**src/rtl/bp_resolve_ctrl_pkg.sv**
```systemverilog
// Shared types and defaults for the branch-predictor resolve controller.
// Holds table geometry, counter encodings, FSM states and the in-flight record.
package bp_pkg;

   localparam int BP_ENTRIES = 128;
   localparam int BP_IDX_W   = 7;
   localparam int BP_PC_W    = 32;
   localparam int BP_Q_DEPTH = 4;

   localparam logic [1:0] CTR_SNT = 2'b00;
   localparam logic [1:0] CTR_WNT = 2'b01;
   localparam logic [1:0] CTR_WT  = 2'b10;
   localparam logic [1:0] CTR_ST  = 2'b11;

   typedef enum logic {CLEAR, RUN} bp_state_e;

   typedef struct packed {
      logic [BP_PC_W-1:0] pc;
      logic               hit;
      logic               pred_taken;
      logic [BP_PC_W-1:0] pred_target;
      logic [1:0]         ctr;
   } bp_rec_t;

   function automatic logic [1:0] ctr_inc(input logic [1:0] c);
      return (c == CTR_ST) ? CTR_ST : c + 2'd1;
   endfunction

   function automatic logic [1:0] ctr_dec(input logic [1:0] c);
      return (c == CTR_SNT) ? CTR_SNT : c - 2'd1;
   endfunction

endpackage

```
**src/rtl/bp_resolve_ctrl_if.sv**
```systemverilog
// Fetch/resolve handshake, table write port and status bundle of bp_resolve_ctrl.
interface bp_resolve_ctrl_if #(
   parameter int PC_W  = bp_pkg::BP_PC_W,
   parameter int IDX_W = bp_pkg::BP_IDX_W
);
   logic             f_valid;
   logic             f_ready;
   logic [PC_W-1:0]  f_pc;
   logic             f_hit;
   logic             f_pred_taken;
   logic [PC_W-1:0]  f_pred_target;
   logic [1:0]       f_ctr;
   logic             r_valid;
   logic             r_is_branch;
   logic             r_taken;
   logic [PC_W-1:0]  r_target;
   logic             clear_req;
   logic             busy;
   logic             flush;
   logic [PC_W-1:0]  redirect_pc;
   logic             bw_en;
   logic [IDX_W-1:0] bw_idx;
   logic [PC_W-1:0]  bw_tag;
   logic [PC_W-1:0]  bw_target;
   logic [1:0]       bw_ctr;
   logic             bw_valid;
   logic [31:0]      stat_resolved;
   logic [31:0]      stat_mispredict;

   modport slave (
      input  f_valid, f_pc, f_hit, f_pred_taken, f_pred_target, f_ctr,
      input  r_valid, r_is_branch, r_taken, r_target, clear_req,
      output f_ready, busy, flush, redirect_pc,
      output bw_en, bw_idx, bw_tag, bw_target, bw_ctr, bw_valid,
      output stat_resolved, stat_mispredict
   );

   modport master (
      output f_valid, f_pc, f_hit, f_pred_taken, f_pred_target, f_ctr,
      output r_valid, r_is_branch, r_taken, r_target, clear_req,
      input  f_ready, busy, flush, redirect_pc,
      input  bw_en, bw_idx, bw_tag, bw_target, bw_ctr, bw_valid,
      input  stat_resolved, stat_mispredict
   );
endinterface

```
**src/rtl/bp_inflight_fifo.sv**
```systemverilog
// In-order queue of in-flight prediction records; clr empties it and wins over push/pop.
module bp_inflight_fifo import bp_pkg::*; #(
   parameter int Q_DEPTH = BP_Q_DEPTH
) (
   input  logic    clk,
   input  logic    rst_n,
   input  logic    push,
   input  bp_rec_t wdata,
   input  logic    pop,
   input  logic    clr,
   output bp_rec_t rdata,
   output logic    full,
   output logic    empty
);
   localparam int AW = $clog2(Q_DEPTH);
   localparam int CW = AW + 1;

   bp_rec_t         mem_q [Q_DEPTH];
   bp_rec_t         mem_d [Q_DEPTH];
   logic [AW-1:0]   wr_q, wr_d, rd_q, rd_d;
   logic [CW-1:0]   cnt_q, cnt_d;

   always_comb begin
      mem_d = mem_q;
      wr_d  = wr_q;
      rd_d  = rd_q;
      cnt_d = cnt_q;
      if (clr) begin
         wr_d  = '0;
         rd_d  = '0;
         cnt_d = '0;
      end else begin
         if (push) begin
            mem_d[wr_q] = wdata;
            wr_d        = wr_q + AW'(1);
         end
         if (pop) rd_d = rd_q + AW'(1);
         unique case ({push, pop})
            2'b10:   cnt_d = cnt_q + CW'(1);
            2'b01:   cnt_d = cnt_q - CW'(1);
            default: cnt_d = cnt_q;
         endcase
      end
   end

   always_ff @(posedge clk or negedge rst_n) begin
      if (!rst_n) begin
         mem_q <= '{default: '0};
         wr_q  <= '0;
         rd_q  <= '0;
         cnt_q <= '0;
      end else begin
         mem_q <= mem_d;
         wr_q  <= wr_d;
         rd_q  <= rd_d;
         cnt_q <= cnt_d;
      end
   end

   assign rdata = mem_q[rd_q];
   assign full  = (cnt_q == CW'(Q_DEPTH));
   assign empty = (cnt_q == '0);

endmodule

```
**src/rtl/bp_resolve_ctrl.sv**
```systemverilog
// Branch predictor resolve controller: in-flight tracking, mispredict flush, BTB/BHT write port.
// Optional statistics counters are built when BP_STATS_EN is defined.
//
// state | meaning
// CLEAR | sweep writes every set invalid; fetch stalled, resolves ignored
// RUN   | accept predictions, resolve oldest, update table on resolution
module bp_resolve_ctrl import bp_pkg::*; #(
   parameter int ENTRIES = BP_ENTRIES,
   parameter int IDX_W   = BP_IDX_W,
   parameter int Q_DEPTH = BP_Q_DEPTH,
   parameter int PC_W    = BP_PC_W
) (
   input logic              clk,
   input logic              rst_n,
   bp_resolve_ctrl_if.slave bus
);
   localparam int CNT_W = IDX_W + 1;
   localparam logic [CNT_W-1:0] SWEEP_END = CNT_W'(ENTRIES);

   bp_state_e        state_q, state_d;
   logic [CNT_W-1:0] cnt_q, cnt_d;
   logic             flush_q, flush_d;
   logic [PC_W-1:0]  redirect_q, redirect_d;
   logic             bw_en_q, bw_en_d;
   logic [IDX_W-1:0] bw_idx_q, bw_idx_d;
   logic [PC_W-1:0]  bw_tag_q, bw_tag_d;
   logic [PC_W-1:0]  bw_target_q, bw_target_d;
   logic [1:0]       bw_ctr_q, bw_ctr_d;
   logic             bw_valid_q, bw_valid_d;

   logic    f_ready, q_push, q_pop, q_clr, q_full, q_empty, mispredict;
   bp_rec_t q_wdata, head;

   // Ready depends only on flops so the fetch side never sees a path from r_valid.
   assign f_ready = (state_q == RUN) && !q_full && !flush_q;
   assign q_push  = bus.f_valid && f_ready;
   assign q_wdata = '{pc: bus.f_pc, hit: bus.f_hit, pred_taken: bus.f_pred_taken,
                      pred_target: bus.f_pred_target, ctr: bus.f_ctr};

   bp_inflight_fifo #(.Q_DEPTH(Q_DEPTH)) u_fifo (
      .clk   (clk),
      .rst_n (rst_n),
      .push  (q_push),
      .wdata (q_wdata),
      .pop   (q_pop),
      .clr   (q_clr),
      .rdata (head),
      .full  (q_full),
      .empty (q_empty)
   );

   always_comb begin
      state_d     = state_q;
      cnt_d       = cnt_q;
      flush_d     = 1'b0;
      redirect_d  = '0;
      bw_en_d     = 1'b0;
      bw_idx_d    = '0;
      bw_tag_d    = '0;
      bw_target_d = '0;
      bw_ctr_d    = CTR_SNT;
      bw_valid_d  = 1'b0;
      q_pop       = 1'b0;
      q_clr       = 1'b0;
      mispredict  = 1'b0;
      unique case (state_q)
         CLEAR: begin
            q_clr = 1'b1;
            if (cnt_q == SWEEP_END) begin
               state_d = RUN;
            end else begin
               bw_en_d  = 1'b1;
               bw_idx_d = cnt_q[IDX_W-1:0];
               cnt_d    = cnt_q + CNT_W'(1);
            end
         end
         RUN: begin
            if (bus.clear_req) begin
               state_d = CLEAR;
               cnt_d   = '0;
               q_clr   = 1'b1;
            end else if (bus.r_valid && !q_empty) begin
               q_pop = 1'b1;
               if (bus.r_is_branch)
                  mispredict = (bus.r_taken != head.pred_taken) ||
                               (bus.r_taken && head.pred_taken && bus.r_target != head.pred_target);
               else
                  mispredict = head.hit && head.pred_taken;
               flush_d = mispredict;
               q_clr   = mispredict;
               if (mispredict)
                  redirect_d = (bus.r_is_branch && bus.r_taken) ? bus.r_target : head.pc + PC_W'(4);
               bw_idx_d = head.pc[IDX_W+1:2];
               bw_tag_d = head.pc;
               if (bus.r_is_branch && head.hit) begin
                  bw_en_d     = 1'b1;
                  bw_valid_d  = 1'b1;
                  bw_ctr_d    = bus.r_taken ? ctr_inc(head.ctr) : ctr_dec(head.ctr);
                  bw_target_d = bus.r_taken ? bus.r_target : head.pred_target;
               end else if (bus.r_is_branch && bus.r_taken) begin
                  bw_en_d     = 1'b1;
                  bw_valid_d  = 1'b1;
                  bw_ctr_d    = CTR_WT;
                  bw_target_d = bus.r_target;
               end else if (!bus.r_is_branch && head.hit) begin
                  bw_en_d    = 1'b1;
                  bw_valid_d = 1'b0;
                  bw_ctr_d   = CTR_SNT;
               end
            end
         end
         default: state_d = CLEAR;
      endcase
   end

   always_ff @(posedge clk or negedge rst_n) begin
      if (!rst_n) begin
         state_q     <= CLEAR;
         cnt_q       <= '0;
         flush_q     <= 1'b0;
         redirect_q  <= '0;
         bw_en_q     <= 1'b0;
         bw_idx_q    <= '0;
         bw_tag_q    <= '0;
         bw_target_q <= '0;
         bw_ctr_q    <= CTR_SNT;
         bw_valid_q  <= 1'b0;
      end else begin
         state_q     <= state_d;
         cnt_q       <= cnt_d;
         flush_q     <= flush_d;
         redirect_q  <= redirect_d;
         bw_en_q     <= bw_en_d;
         bw_idx_q    <= bw_idx_d;
         bw_tag_q    <= bw_tag_d;
         bw_target_q <= bw_target_d;
         bw_ctr_q    <= bw_ctr_d;
         bw_valid_q  <= bw_valid_d;
      end
   end

   assign bus.f_ready     = f_ready;
   assign bus.busy        = (state_q == CLEAR);
   assign bus.flush       = flush_q;
   assign bus.redirect_pc = redirect_q;
   assign bus.bw_en       = bw_en_q;
   assign bus.bw_idx      = bw_idx_q;
   assign bus.bw_tag      = bw_tag_q;
   assign bus.bw_target   = bw_target_q;
   assign bus.bw_ctr      = bw_ctr_q;
   assign bus.bw_valid    = bw_valid_q;

`ifdef BP_STATS_EN
   logic [31:0] stat_res_q, stat_res_d, stat_mis_q, stat_mis_d;

   // Cleared by rst_n only; a clear sweep leaves the history intact.
   always_comb begin
      stat_res_d = stat_res_q + 32'(q_pop);
      stat_mis_d = stat_mis_q + 32'(flush_d);
   end

   always_ff @(posedge clk or negedge rst_n) begin
      if (!rst_n) begin
         stat_res_q <= '0;
         stat_mis_q <= '0;
      end else begin
         stat_res_q <= stat_res_d;
         stat_mis_q <= stat_mis_d;
      end
   end

   assign bus.stat_resolved   = stat_res_q;
   assign bus.stat_mispredict = stat_mis_q;
`else
   assign bus.stat_resolved   = '0;
   assign bus.stat_mispredict = '0;
`endif

endmodule

```
**src/flat_wrapper.sv**
```systemverilog
// flat-port wrapper written by rule: the top's interface ports become plain ports
module bp_resolve_ctrl_flat import bp_pkg::*;
#(
   parameter int ENTRIES = BP_ENTRIES,
   parameter int IDX_W   = BP_IDX_W,
   parameter int Q_DEPTH = BP_Q_DEPTH,
   parameter int PC_W    = BP_PC_W
)
  (clk, rst_n, bus_f_valid, bus_f_pc, bus_f_hit, bus_f_pred_taken, bus_f_pred_target, bus_f_ctr, bus_r_valid, bus_r_is_branch, bus_r_taken, bus_r_target, bus_clear_req, bus_f_ready, bus_busy, bus_flush, bus_redirect_pc, bus_bw_en, bus_bw_idx, bus_bw_tag, bus_bw_target, bus_bw_ctr, bus_bw_valid, bus_stat_resolved, bus_stat_mispredict);
  bp_resolve_ctrl_if #(.PC_W(PC_W), .IDX_W(IDX_W)) bus_i ();
  input logic clk;
  input logic rst_n;
  input wire logic [$bits(bus_i.f_valid)-1:0] bus_f_valid;
  input wire logic [$bits(bus_i.f_pc)-1:0] bus_f_pc;
  input wire logic [$bits(bus_i.f_hit)-1:0] bus_f_hit;
  input wire logic [$bits(bus_i.f_pred_taken)-1:0] bus_f_pred_taken;
  input wire logic [$bits(bus_i.f_pred_target)-1:0] bus_f_pred_target;
  input wire logic [$bits(bus_i.f_ctr)-1:0] bus_f_ctr;
  input wire logic [$bits(bus_i.r_valid)-1:0] bus_r_valid;
  input wire logic [$bits(bus_i.r_is_branch)-1:0] bus_r_is_branch;
  input wire logic [$bits(bus_i.r_taken)-1:0] bus_r_taken;
  input wire logic [$bits(bus_i.r_target)-1:0] bus_r_target;
  input wire logic [$bits(bus_i.clear_req)-1:0] bus_clear_req;
  output wire logic [$bits(bus_i.f_ready)-1:0] bus_f_ready;
  output wire logic [$bits(bus_i.busy)-1:0] bus_busy;
  output wire logic [$bits(bus_i.flush)-1:0] bus_flush;
  output wire logic [$bits(bus_i.redirect_pc)-1:0] bus_redirect_pc;
  output wire logic [$bits(bus_i.bw_en)-1:0] bus_bw_en;
  output wire logic [$bits(bus_i.bw_idx)-1:0] bus_bw_idx;
  output wire logic [$bits(bus_i.bw_tag)-1:0] bus_bw_tag;
  output wire logic [$bits(bus_i.bw_target)-1:0] bus_bw_target;
  output wire logic [$bits(bus_i.bw_ctr)-1:0] bus_bw_ctr;
  output wire logic [$bits(bus_i.bw_valid)-1:0] bus_bw_valid;
  output wire logic [$bits(bus_i.stat_resolved)-1:0] bus_stat_resolved;
  output wire logic [$bits(bus_i.stat_mispredict)-1:0] bus_stat_mispredict;
  assign bus_i.f_valid = bus_f_valid;
  assign bus_i.f_pc = bus_f_pc;
  assign bus_i.f_hit = bus_f_hit;
  assign bus_i.f_pred_taken = bus_f_pred_taken;
  assign bus_i.f_pred_target = bus_f_pred_target;
  assign bus_i.f_ctr = bus_f_ctr;
  assign bus_i.r_valid = bus_r_valid;
  assign bus_i.r_is_branch = bus_r_is_branch;
  assign bus_i.r_taken = bus_r_taken;
  assign bus_i.r_target = bus_r_target;
  assign bus_i.clear_req = bus_clear_req;
  assign bus_f_ready = bus_i.f_ready;
  assign bus_busy = bus_i.busy;
  assign bus_flush = bus_i.flush;
  assign bus_redirect_pc = bus_i.redirect_pc;
  assign bus_bw_en = bus_i.bw_en;
  assign bus_bw_idx = bus_i.bw_idx;
  assign bus_bw_tag = bus_i.bw_tag;
  assign bus_bw_target = bus_i.bw_target;
  assign bus_bw_ctr = bus_i.bw_ctr;
  assign bus_bw_valid = bus_i.bw_valid;
  assign bus_stat_resolved = bus_i.stat_resolved;
  assign bus_stat_mispredict = bus_i.stat_mispredict;
  bp_resolve_ctrl #(.ENTRIES(ENTRIES), .IDX_W(IDX_W), .Q_DEPTH(Q_DEPTH), .PC_W(PC_W)) u_core (.clk(clk), .rst_n(rst_n), .bus(bus_i));
endmodule
```
**config.mk**
```make
export PLATFORM = sky130hd
export DESIGN_NAME = bp_resolve_ctrl_flat
export DESIGN_NICKNAME = d
export VERILOG_FILES = /design/src/rtl/bp_resolve_ctrl_pkg.sv /design/src/rtl/bp_resolve_ctrl_if.sv /design/src/rtl/bp_inflight_fifo.sv /design/src/rtl/bp_resolve_ctrl.sv /design/src/flat_wrapper.sv
export SDC_FILE = /design/constraint.sdc
export NUM_CORES = 1
export LEC_CHECK = 0
export BUFFER_PORTS_ARGS = -buffer_cell sky130_fd_sc_hd__buf_2
export CELL_PAD_IN_SITES_DETAIL_PLACEMENT = 1
export CELL_PAD_IN_SITES_GLOBAL_PLACEMENT = 1
export CORE_MARGIN = 5
export CORE_UTILIZATION = 49
export CTS_BUF_LIST = sky130_fd_sc_hd__clkbuf_4 sky130_fd_sc_hd__clkbuf_8
export CTS_CLUSTER_SIZE = 40
export DETAILED_ROUTE_END_ITERATION = 16
export PLACE_DENSITY = 0.84
export SLEW_MARGIN = 20
export SYNTH_ARGS = -nofsm -noshare
export SYNTH_HDL_FRONTEND = slang
export SYNTH_HIERARCHICAL = 1
export SYNTH_SLANG_ARGS = --single-unit
```
**constraint.sdc**
```tcl
create_clock -name clk -period 4.4 [get_ports clk]
set_input_delay 0.44 -clock clk [delete_from_list [all_inputs] [get_ports clk]]
set_output_delay 0.44 -clock clk [all_outputs]
set_load 0.02 [all_outputs]
```
# Yosys cells after proc, flatten, opt, wreduce, memory -nomap -nowiden
# Index checks and enable logic that the tools add are counted.
# op_classes
addsub,8
magnitude_cmp,3
eq_ne,9
n_mux,68
n_bitwise,4
reduce_logical,23
# op_table
op,count
32-bit 2-to-1 mux,14
272-bit bitwise mux,1
68-bit 2-to-1 mux,3
68-bit binary-select mux with 2-bit select,1
68-bit demux with 2-bit select,1
32-bit by 3-bit adder with 32-bit output (second input constant),1
32-bit inequality test,1
1-bit 2-to-1 mux,24
2-bit 2-to-1 mux,12
7-bit 2-to-1 mux,3
8-bit 2-to-1 mux,2
8-bit case mux with 2 select lines,1
7-bit case mux with 2 select lines,1
1-bit logical AND,11
8-bit by 1-bit adder with 8-bit output (second input constant),1
8-bit equality test (second input constant),1
2-bit by 1-bit adder with 2-bit output (second input constant),3
3-bit greater-or-equal comparator (second input constant),2
2-bit NOT with 3-bit output,2
1-bit case mux with 2 select lines,3
3-bit case mux with 2 select lines,1
2-bit equality test (second input constant),2
1-bit zero test,4
2-bit inequality test (second input constant),2
15 further kinds,18
# totals
register_bits,396

# Longest topological paths before layout
# logic_depth
ltp_word,16
depth_mapped,16
ltp_nobuf,10

# Modules after synthesis
# The synthesis kept the hierarchy.
# modules_own_cells
module,instances,cells_per_inst,area_per_inst_um2
bp_inflight_fifo,1,699,12454.4
bp_resolve_ctrl,1,574,5814.3

# Worst setup path after synthesis
# Ideal clock, no wire load.
# synth_path
kind,register to register
start,register u_core.u_fifo.rd_q[0]
end,register u_core/u_fifo/mem_q[183] (netlist bit)
setup_ns,0.125
arrival_ns,3.286
required_ns,4.275
path_slack_ns,0.989
stages_incl_launch_ff,16
n_path_buf,5
synth_period_minus_slack_ns,3.411
path_cell_list,dfrtp_1 > clkbuf_1 > buf_2 > mux4_2 > xor2_1 > nor4_1 > nand4_1 > nor2_1 > o21ba_2 > o21bai_1 > buf_6 > and2b_4 > nand2_4 > buf_6 > buf_6 > mux2_4
# synth_rtl
item,line_no,rtl
from (decl),bp_inflight_fifo.sv:20,"logic [AW-1:0] wr_q, wr_d, rd_q, rd_d;"
from (signal assigned),bp_inflight_fifo.sv:55,rd_q <= rd_d;
to (signal assigned),bp_inflight_fifo.sv:53,mem_q <= mem_d;
to (decl),bp_inflight_fifo.sv:18,bp_rec_t mem_q [Q_DEPTH];

==> results.py <==
metrics = {
    "run_status": {
        "run_status": "completed",
    },
    "logic_synthesis": {
        "synth_edf_count": 0,
        "synth_cell_type_count": 54,
        "avgSynthCellArea_sq_um": 14.4,
        "synth_top_cells_by_count": "396 x sky130_fd_sc_hd__dfrtp_1, 192 x sky130_fd_sc_hd__mux2_2, 80 x sky130_fd_sc_hd__mux2_4",
        "ys_async_sr_fraction_pct": 100,
        "netlist_area_sq_um": 18300,
        "ys.warnings.count": 6,
        "post-synth-top-area-cell": "sky130_fd_sc_hd__dfrtp_1",
        "total_of_flip_flops_plus_latches_after_synthesis": 396,
        "yosysMostFrequentCell": "sky130_fd_sc_hd__dfrtp_1",
        "synth_top_cell_area_share_pct": 54.2,
        "dominantRegCellSynth": "sky130_fd_sc_hd__dfrtp_1",
        "synth_seq_area_share_pct": 54.2,
        "post_synth_main_area_contributors": "sky130_fd_sc_hd__dfrtp_1 54%, sky130_fd_sc_hd__mux2_2 12%, sky130_fd_sc_hd__mux4_2 8.4%, sky130_fd_sc_hd__mux2_4 6.6%, sky130_fd_sc_hd__buf_4 2.7%",
        "syn-instance-count": 1273,
    },
    "routing": {
        "routed-via-count": 11800,
        "drt_iter0_markers": 816,
        "first_pass_iters": 5,
        "wire_per_inst_microns": 26.9,
        "post-route-drc-count": 0,
        "wl_mm": 55.0,
        "post_drt_via_cell_ratio": 5.76,
        "detail-route-antenna-nets": 0,
    },
    "floorplanning": {
        "chipHeight_microns": 203,
        "pin_count": 281,
        "coreArea_sq_um": 36700,
        "initial_utilization_pct": 49.8,
        "rows": 70,
        "width_of_the_die_microns": 203,
        "fp.dieArea_sq_um": 41200,
    },
    "clocking": {
        "cts_setup_buffers": 0,
        "number_of_buffers_added_by_the_clock_tree_synthesis_step": 67,
        "cts_buffer_depth": 3,
        "clkLatencyLatePin_ns": 0.61,
        "clockRootBuffer": "sky130_fd_sc_hd__clkbuf_8",
        "cts_tree": "yes",
        "cts.sink_count": 396,
        "cts_hold_repair.buffers": 1,
        "cts-htree-levels": 3,
        "resized_gates_after_cts": 0,
        "clk_pin_slew_worst_paths_ns": 0.06,
    },
    "timing": {
        "timing.final.setup_violations": 0,
        "final.period_utilization_pct": 91.1,
        "rsz0062_at_grt": "false",
        "timing_hold_violations_final": 0,
        "maxSlewHeadroom_pct": 36.8,
        "post-route-min-period_ns": 4.01,
        "final.setup.tns_ns": 0,
        "fmax_mhz": 250,
        "final-max-slew-violation-count": 0,
        "worstMarginPinSlew_ns": 0.948,
        "fin_worst_skew_ns": 0.0466,
    },
    "placement": {
        "routabilityCongestion": 0.872,
        "port_buffer_cells": 216,
        "dp_hpwl_mm": 36.6,
    },
    "pwr": {
        "peakVddDrop_mv": 0.212,
        "p_leak_uw": 0.0109,
        "pwr_density_cell_nw_per_um2": 469,
    },
    "global_route": {
        "grt_first_pass_wirelength_mm": 81.9,
        "total_routing_usage_reported_by_global_routing_pct": 25.9,
        "first_global_vias": 13200,
        "antenna_found_initial": 18,
        "grt_max_degree": 111,
        "globalRouteOverflowTotal": 0,
    },
    "critical_path": {
        "crit_path_start": "u_core/u_fifo/rd_q[0]$_DFFE_PN0P_",
        "worst_setup_path_endpoint": "u_core/u_fifo/mem_q[53]$_DFFE_PN0P_",
        "crit-reg2reg-capture": "u_core/u_fifo/mem_q[53]$_DFFE_PN0P_",
        "critical_path_arrival_ns": 4.46,
        "worst_setup_end_kind": "register",
        "worst-r2r-setup-slack_ns": 0.39,
        "crit_fanout": 25,
        "critPathKind": "register to register",
        "start_kind": "register",
        "crit-reg2reg-launch": "u_core/u_fifo/rd_q[0]$_DFFE_PN0P_",
        "ff2ff_path_depth": 12,
        "required_ns": 4.85,
    },
    "final_layout": {
        "seqCellArea_sq_um": 9910,
        "fillers": 3619,
        "multi_input_area_sq_um": 7670,
        "nNetsFinal": 1630,
        "fin_util_pct": 57.7,
        "final_layout_size_suffix_gt1_share_pct": 46.4,
        "synth_to_layout_area_growth_pct": 15.9,
    },
    "hold_path": {
        "hp-class": "input pin to register",
    },
    "job": {
        "max_cap_violations": 0,
    },
}
## flip-flops by register name, summed over array words and instances (netlist names)
signal                  count
u_core/state_q              1
u_core/cnt_q                8
u_core/bus.bw_en            1
u_core/bus.bw_idx           7
u_core/bus.bw_valid         1
u_core/u_fifo/wr_q          2
u_core/bus.redirect_pc     32
u_core/u_fifo/mem_q       272
u_core/u_fifo/cnt_q         3
u_core/bus.flush            1
u_core/u_fifo/rd_q          2
u_core/bus.bw_ctr           2
u_core/bus.bw_target       32
u_core/bus.bw_tag          32
## area by class of cell
cell class / instances / share of cell area [%]
repair buffers: 243 / 6.60
clock inverters: 13 / 0.810
clock buffers: 106 / 6.39
diodes: 12 / 0.142
well taps: 468 / 2.77
multi-input cells: 793 / 36.2
flip-flops and latches: 396 / 46.8
inverters: 13 / 0.231
## stage by stage
| stage | instances | power [uW] | setup WS [ns] | area (sq um) | hold WS (ns) |
|---|---|---|---|---|---|
| 5_1_grt | 2042 | 10300 | 0.284 | 21200 | 0.0993 |
| 6_report | 2044 | 9930 | 0.393 | 21200 | 0.107 |
| 3_3_place_gp | 1912 | 6070 | 0.508 | 19600 | 0.481 |
| 3_5_place_dp | 1912 | 6190 | 0.489 | 19600 | 0.489 |
| 2_1_floorplan | 1336 | 5510 | 0.989 | 18500 | 0.144 |
| 4_1_cts | 2032 | 9940 | 0.421 | 21100 | 0.0829 |
## cell usage in the layout, fill, tap and decap left out, types with 4 or more instances in the layout
master                      instances
sky130_fd_sc_hd__nand3_1           12
sky130_fd_sc_hd__clkinv_2           7
sky130_fd_sc_hd__xor2_1            55
sky130_fd_sc_hd__mux4_2            68
sky130_fd_sc_hd__buf_12             8
sky130_fd_sc_hd__nand2_1           51
sky130_fd_sc_hd__a21o_1             7
sky130_fd_sc_hd__and3_1             6
sky130_fd_sc_hd__and2_1            34
sky130_fd_sc_hd__clkbuf_8          89
sky130_fd_sc_hd__a22oi_1           22
sky130_fd_sc_hd__nor3_1             7
sky130_fd_sc_hd__inv_1             12
sky130_fd_sc_hd__mux2_4            80
sky130_fd_sc_hd__buf_4             18
sky130_fd_sc_hd__nor2_1            62
sky130_fd_sc_hd__bufinv_16          4
sky130_fd_sc_hd__o21ai_0            9
sky130_fd_sc_hd__nor4_1            10
sky130_fd_sc_hd__mux2_2           192
sky130_fd_sc_hd__a211oi_2           7
sky130_fd_sc_hd__a21oi_1           27
sky130_fd_sc_hd__conb_1            64
sky130_fd_sc_hd__buf_2            215
sky130_fd_sc_hd__ha_1               8
sky130_fd_sc_hd__a211oi_1          14
sky130_fd_sc_hd__dfrtp_1          394
sky130_fd_sc_hd__xnor2_1           14
sky130_fd_sc_hd__clkbuf_4          17
sky130_fd_sc_hd__nand4_1            8
sky130_fd_sc_hd__nand2_4            4
sky130_fd_sc_hd__diode_2           12
## power by group
| part | total (uW) | switching [uW] | internal (uW) |
|---|---|---|---|
| Combinational | 1990 | 1130 | 858 |
| Clock | 3700 | 1510 | 2190 |
| Sequential | 4230 | 237 | 3990 |
## worst min path at each step
stage,startpoint,to,slack (ns),depth (start not counted)
4_1_cts,bus_clear_req,u_core/cnt_q[7]$_DFFE_PN0P_,0.08,2
3_5_place_dp,u_core/u_fifo/mem_q[78]$_DFFE_PN0P_,u_core/u_fifo/mem_q[78]$_DFFE_PN0P_,0.49,1
5_1_grt,bus_f_pred_target[18],u_core/u_fifo/mem_q[224]$_DFFE_PN0P_,0.1,2
3_3_place_gp,u_core/u_fifo/mem_q[74]$_DFFE_PN0P_,u_core/u_fifo/mem_q[74]$_DFFE_PN0P_,0.48,1
6_report,bus_f_pred_target[4],u_core/u_fifo/mem_q[142]$_DFFE_PN0P_,0.11,2
2_1_floorplan,rst_n,u_core/bus.bw_ctr[0]$_DFF_PN0_,0.14,0
## routing by layer
layer	part of all wire [%]	GRT usage, %	up-vias	wire (microns)
met4	3.9	11.6	12	2120
met3	7.0	6.55	135	3830
met2	50	42.9	474	27400
met5	0.13	0	-	73
met1	39	32.3	6234	21500
li1	-	-	4920	-
## cells by family (layout without fill, tap and decap cells)
logic type / Yosys count / after routing / synth area share, %
DFF: 396 / 396 / 54.2
muxes: 342 / 342 / 26.9
and+or+nand+nor: 215 / 215 / 6.15
buffers and inverters: 147 / 375 / 5.11
AOI/OAI and AO/OA: 94 / 94 / 3.61
xor gates and xnor gates: 69 / 69 / 3.31
adders and majority gates: 9 / 9 / 0.658
other: 1 / 76 / 0.0205
## critical path, cell delays in order, from the launching register on
cell and delay, ns:
sky130_fd_sc_hd__dfrtp_4 0.57, sky130_fd_sc_hd__buf_4 0.27, sky130_fd_sc_hd__mux4_2 0.56, sky130_fd_sc_hd__xor2_1 0.20, sky130_fd_sc_hd__nor4_1 0.45, sky130_fd_sc_hd__nand4_1 0.15
sky130_fd_sc_hd__nor2_1 0.26, sky130_fd_sc_hd__o21ba_2 0.20, sky130_fd_sc_hd__o21bai_1 0.07, sky130_fd_sc_hd__and2b_4 0.34, sky130_fd_sc_hd__nand2_4 0.08, sky130_fd_sc_hd__buf_4 0.30
sky130_fd_sc_hd__mux2_4 0.36
Note: power is estimated with default switching activity, not from simulation.
